===== src/rtl/traffic_pkg.sv =====
// Shared light codes, phase enum and light decode helpers for the traffic
// phase scheduler.
package traffic_pkg;

   localparam logic [1:0] GREEN  = 2'b00;
   localparam logic [1:0] YELLOW = 2'b01;
   localparam logic [1:0] RED    = 2'b10;

   typedef enum logic [2:0] {
      A_GRN  = 3'd0,
      A_YEL  = 3'd1,
      RED_AB = 3'd2,
      B_GRN  = 3'd3,
      B_YEL  = 3'd4,
      RED_BA = 3'd5,
      WALK   = 3'd6
   } phase_t;

   function automatic logic [1:0] light_a(input phase_t p);
      case (p)
         A_GRN:   return GREEN;
         A_YEL:   return YELLOW;
         default: return RED;
      endcase
   endfunction

   function automatic logic [1:0] light_b(input phase_t p);
      case (p)
         B_GRN:   return GREEN;
         B_YEL:   return YELLOW;
         default: return RED;
      endcase
   endfunction

endpackage


===== src/rtl/phase_timer.sv =====
// Dwell counter: clears on phase entry, counts once per cycle and optionally
// holds at SAT_VAL (used while a green phase rests).
module phase_timer #(
   parameter int             W       = 8,
   parameter logic [W-1:0]   SAT_VAL = '1
) (
   input  logic         clk,
   input  logic         reset_n,
   input  logic         clear,
   input  logic         sat,
   output logic [W-1:0] count
);

   logic [W-1:0] count_q, count_d;

   // Next count: clear wins, then saturation hold, else increment.
   always_comb begin
      count_d = count_q + 1'b1;
      if (clear) begin
         count_d = '0;
      end else if (sat && (count_q == SAT_VAL)) begin
         count_d = count_q;
      end
   end

   // Counter register.
   always_ff @(posedge clk or negedge reset_n) begin
      if (!reset_n) begin
         count_q <= '0;
      end else begin
         count_q <= count_d;
      end
   end

   assign count = count_q;

endmodule


===== src/rtl/traffic_phase_scheduler.sv =====
// Two-road traffic light phase scheduler with optional pedestrian walk phase.
// Define TRAFFIC_PED_WALK_EN to build the pedestrian feature (WALK phase,
// pending request flag); without it ped_req is ignored and walk is 0.
// All outputs are registered copies of the decode of the next phase.
module traffic_phase_scheduler
   import traffic_pkg::*;
#(
   parameter int GREEN_MIN  = 4,
   parameter int GREEN_MAX  = 8,
   parameter int YELLOW_CYC = 2,
   parameter int ALLRED_CYC = 1,
   parameter int WALK_CYC   = 3
) (
   input  logic       clk,
   input  logic       reset_n,
   input  logic       ta,
   input  logic       tb,
   input  logic       ped_req,
   output logic [1:0] la,
   output logic [1:0] lb,
   output logic       walk,
   output phase_t     phase,
   output logic       phase_start
);

   // Counter only has to reach the longest phase length minus one.
   localparam int M1   = (GREEN_MAX > YELLOW_CYC) ? GREEN_MAX : YELLOW_CYC;
   localparam int M2   = (ALLRED_CYC > WALK_CYC) ? ALLRED_CYC : WALK_CYC;
   localparam int MAXD = (M1 > M2) ? M1 : M2;
   localparam int CW   = (MAXD < 2) ? 1 : $clog2(MAXD);

   localparam logic [CW-1:0] G_MIN_C  = CW'(GREEN_MIN - 1);
   localparam logic [CW-1:0] G_MAX_C  = CW'(GREEN_MAX - 1);
   localparam logic [CW-1:0] YEL_END  = CW'(YELLOW_CYC - 1);
   localparam logic [CW-1:0] RED_END  = CW'(ALLRED_CYC - 1);
   localparam logic [CW-1:0] WALK_END = CW'(WALK_CYC - 1);

   phase_t          phase_q, phase_d;
   logic [1:0]      la_q, lb_q;
   logic            start_q;
   logic [CW-1:0]   count;
   logic            phase_chg;
   logic            in_green;
   logic            ped_go;     // pending request diverts all-red into WALK
   logic            walk_to_b;  // WALK returns to B_GRN (entered from RED_AB)

   assign phase_chg = (phase_d != phase_q);
   assign in_green  = (phase_q == A_GRN) || (phase_q == B_GRN);

   phase_timer #(
      .W       (CW),
      .SAT_VAL (G_MAX_C)
   ) u_timer (
      .clk     (clk),
      .reset_n (reset_n),
      .clear   (phase_chg),
      .sat     (in_green),
      .count   (count)
   );

   // Next-phase selection from dwell count, sensors and pending walk.
   always_comb begin
      phase_d = phase_q;
      case (phase_q)
         A_GRN:  if (tb && (count >= G_MIN_C) && (!ta || (count == G_MAX_C))) phase_d = A_YEL;
         A_YEL:  if (count == YEL_END) phase_d = RED_AB;
         RED_AB: if (count == RED_END) phase_d = ped_go ? WALK : B_GRN;
         B_GRN:  if (ta && (count >= G_MIN_C) && (!tb || (count == G_MAX_C))) phase_d = B_YEL;
         B_YEL:  if (count == YEL_END) phase_d = RED_BA;
         RED_BA: if (count == RED_END) phase_d = ped_go ? WALK : A_GRN;
         WALK:   if (count == WALK_END) phase_d = walk_to_b ? B_GRN : A_GRN;
         default: phase_d = A_GRN;
      endcase
   end

   // Phase register and registered output decode.
   always_ff @(posedge clk or negedge reset_n) begin
      if (!reset_n) begin
         phase_q <= A_GRN;
         la_q    <= GREEN;
         lb_q    <= RED;
         start_q <= 1'b0;
      end else begin
         phase_q <= phase_d;
         la_q    <= light_a(phase_d);
         lb_q    <= light_b(phase_d);
         start_q <= phase_chg;
      end
   end

`ifdef TRAFFIC_PED_WALK_EN
   logic pend_q, pend_d;
   logic ret_b_q, ret_b_d;
   logic walk_q;
   logic walk_entry;

   assign walk_entry = (phase_d == WALK) && (phase_q != WALK);

   // A new request in the entry cycle survives the clear, so set wins.
   always_comb begin
      pend_d  = ped_req | (pend_q & ~walk_entry);
      ret_b_d = ret_b_q;
      if (walk_entry) ret_b_d = (phase_q == RED_AB);
   end

   // Pedestrian state and walk output register.
   always_ff @(posedge clk or negedge reset_n) begin
      if (!reset_n) begin
         pend_q  <= 1'b0;
         ret_b_q <= 1'b0;
         walk_q  <= 1'b0;
      end else begin
         pend_q  <= pend_d;
         ret_b_q <= ret_b_d;
         walk_q  <= (phase_d == WALK);
      end
   end

   assign ped_go    = pend_q;
   assign walk_to_b = ret_b_q;
   assign walk      = walk_q;
`else
   logic unused_ped;
   assign unused_ped = ped_req;
   assign ped_go     = 1'b0;
   assign walk_to_b  = 1'b0;
   assign walk       = 1'b0;
`endif

   assign la          = la_q;
   assign lb          = lb_q;
   assign phase       = phase_q;
   assign phase_start = start_q;

endmodule


===== config.mk =====
export PLATFORM = sky130hd
export DESIGN_NAME = traffic_phase_scheduler
export DESIGN_NICKNAME = d
export VERILOG_FILES = /design/src/rtl/traffic_pkg.sv /design/src/rtl/phase_timer.sv /design/src/rtl/traffic_phase_scheduler.sv
export SDC_FILE = /design/constraint.sdc
export NUM_CORES = 1
export LEC_CHECK = 0
export CAP_MARGIN = 0
export CORE_AREA = 5 5 44 46
export DETAILED_ROUTE_END_ITERATION = 6
export DIE_AREA = 0 0 49 51
export PLACE_DENSITY = 0.82
export SYNTH_ARGS = -nofsm -noshare
export SYNTH_HDL_FRONTEND = slang
export SYNTH_HIERARCHICAL = 1
export SYNTH_SLANG_ARGS = --single-unit

===== constraint.sdc =====
create_clock -name clk -period 2.6 [get_ports clk]
set_input_delay 0.52 -clock clk [delete_from_list [all_inputs] [get_ports clk]]
set_output_delay 0.52 -clock clk [all_outputs]
set_load 0.02 [all_outputs]

==> out/metrics.csv <==
stage,metric,value,unit
layout,ratio of cells with drive above 1 in the final layout,0.1558,
timing,Least-Margin Pin Slew,620.8,ps
clock_tree,Clock Pin Slew Worst Setup and Hold Paths,70,ps
place,IO Port Bufs,11,
timing,"Slew Viols, Final",0,
timing,Fin Setup TNS,0,ps
hold_path,Hold WC Path Type,in2async,
floorplan,die area,0.002499,mm²
place,Detail Placement HPWL,971.3,µm
critical_path,Worst EP required,2740,ps
timing,Setup Skew,2.667,ps
detailed_routing,First DRT Iteration DRCs,17,
pwr,static leakage,0.3414,nW
floorplan,Starting Density,0.4753,
floorplan,Die Wd,49,µm
timing,RSZ-0062 raised after global routing,no,
yosys,most numerous cell in the Yosys netlist,dfrtp_1,
layout,Layout area overhead,15.56,%
floorplan,row cnt,14,
clock_tree,total CTS buffers,3,
clock_tree,deepest clock path buffer count,2,
detailed_routing,Met1 Wirelength,600,µm
floorplan,IO Count,14,
yosys,synth unique cells,39,
layout,register area,276.5,µm²
pwr,PD cells,1410,mW/mm²
layout,Layout Nets,85,
pwr,Worst VDD drop,0.6082,mV
global_routing,pin count of the biggest net entering global routing,13,
layout,Finished Layout Cells,93,
pwr,total power,0.001139,W
place,Placed Area,782.0,µm²
critical_path,CP Max Fanout,4,
global_routing,gr ovfl total,0,
yosys,post-synth top area share,0.3578,
critical_path,worst-path cell chain,clkdlybuf4s50_1 > or4b_1 > a211o_1 > o21ai_2 > or2_1 > mux2i_1 > a21oi_1,
critical_path,Slowest cell on crit path,clkdlybuf4s50_1,
run,MaxCap Viol Count,0,
global_routing,initial antenna violation count,0,
clock_tree,CTS sink count,11,
yosys,sequential cell area fraction in the yosys report,0.3953,
timing,Final Cycle Share,0.8634,
floorplan,core footprint,0.001471,mm²
detailed_routing,Routed WL,1404,µm
detailed_routing,DR WL/cell,15.10,µm
timing,Max-slew headroom,0.5830,
yosys,Post-synth top cells,"dfrtp_1 (10), a21oi_1 (6), nand3_1 (4)",
clock_tree,Clock Latency Late Sink,270,ps
yosys,synthesized cell area,699.4,µm²
timing,final setup fails,0,
yosys,"FF+latch count, synth",11,
yosys,Synth Instances,68,
clock_tree,H-tree levels,1,
clock_tree,cts repair resizes,0,
global_routing,GRT Total Usage,0.1292,
yosys,yosys warns,6,
layout,Finished Core Util,0.5493,
yosys,Avg Synthesized Cell Area,10.29,µm²
clock_tree,# hold bufs at CTS,0,
layout,design area,808.3,µm²
yosys,Synth async-reset ratio,1.000,
detailed_routing,met2 wire len,669,µm
layout,antenna diode count,0,
place,routability cong.,0.7867,
clock_tree,Root Driver,clkbuf_4,
critical_path,Worst path max stage delay,490,ps
yosys,"area leader, netlist",dfrtp_1,
timing,fmax,445.5,MHz
critical_path,Worst Setup Start Kind,primary input,
detailed_routing,Routed Antenna Nets,0,
clock_tree,postcts setup bufs,0,
critical_path,worst endpoint data arrival time,2380,ps
global_routing,vias in the first global route,572,
timing,"Hold Vio Cnt, Final",0,
yosys,top_reg_cell synth,dfrtp_1,
run_status,status,"finished, final reports clean",
detailed_routing,Vias,585,
place,Cells after DPL,89,
global_routing,first-pass GRT wire length,2553,µm
detailed_routing,Vias/cell,6.290,
critical_path,CP endpoint kind,flop,
detailed_routing,Met3 Wirelength,124,µm
critical_path,CP Class,in2reg,
yosys,Mapped Nets,75,
yosys,top post-synthesis cells by area,"dfrtp_1 (36%), a21oi_1 (4.3%), dfstp_2 (3.8%)",
detailed_routing,Pre-antenna DRT Iters,4,
layout,Multi-input gate area,364.1,µm²
timing,min cycle time layout,2245,ps
layout,Fill cells,142,
floorplan,die height,51,µm
yosys,"EDFF count, synth",0,
detailed_routing,Top Metal Used,met4,
clock_tree,CTS tree,done,
detailed_routing,DRC Markers,0,
layer usage:
metal / GRT usage / up-vias
met1: 0.1525 / 286
li1: - / 274
met4: 0.02691 / 0
met3: 0.05814 / 2
met2: 0.2174 / 23
met5: 0 / -
sequential cells by signal, summed over array words and instances, names as in the netlist:
signal	count
la	2
lb	2
phase	3
phase_start	1
u_timer/count	3
cells by family (layout without fill, tap and decap cells):
family                     Yosys count  after routing  share of synthesized area
muxes                                1              1                    0.01431
DFF                                 11             11                     0.3954
adders and majority gates            2              2                    0.03577
buffers and inverters                8             17                    0.08407
AOI/OAI and AO/OA                   25             25                     0.2666
and+or+nand+nor                     20             20                     0.1986
other                                1              1                   0.005362
power breakdown:
group / internal [W] / switching [W]
Combinational: 0.000330 / 0.000320
Sequential: 0.000249 / 0.000124
Clock: 0.0000594 / 0.0000578
cell usage in the layout (no fill, tap or decap), drive strengths merged, types with 3 or more instances in the layout:
| master | count |
|---|---|
| a31oi | 3 |
| clkbuf | 4 |
| o21ai | 3 |
| a21oi | 6 |
| nand3 | 4 |
| dfrtp | 10 |
| nor2b | 3 |
| clkdlybuf4s50 | 11 |
critical path: cells and delay by family:
family          cells  cell delay [ps]
mux                 1              370
compound gates      3              410
simple gates        2              590
buf+inv             1              490
cell type report:
| type | instances | area share |
|---|---|---|
| repair buffers | 12 | 0.1455 |
| well taps | 16 | 0.02477 |
| inverters | 1 | 0.004644 |
| multi-input cells | 49 | 0.4505 |
| clock buffers | 4 | 0.03251 |
| flip-flops and latches | 11 | 0.3421 |
per-stage QoR:
step / hold WS [ps] / setup slack, ps
floorplan: 224.4 / 513.0
global placement: 670.2 / 125.6
detailed placement: 696.5 / 98.30
CTS: 598.5 / 362.8
global route: 624.7 / 260.2
finish: 585.9 / 355.3
path summary, 6_finish.rpt:
check                      slack [ps]  cells after the start                      endpoint                          from
max in group asynchronous        1660                      1               lb[1]$_DFF_PN1_                       reset_n
hold reg to reg                   710                      2  u_timer/count[1]$_DFFE_PN0P_  u_timer/count[1]$_DFFE_PN0P_
setup reg to reg                  480                      6  u_timer/count[2]$_DFFE_PN0P_            phase[2]$_DFF_PN0_
min in group clk                  710                      2  u_timer/count[1]$_DFFE_PN0P_  u_timer/count[1]$_DFFE_PN0P_
hold / removal                    590                      1            phase[1]$_DFF_PN0_                       reset_n
setup / recovery                  360                      7  u_timer/count[2]$_DFFE_PN0P_                            tb
No activity file was read; power rests on OpenSTA's default activity.
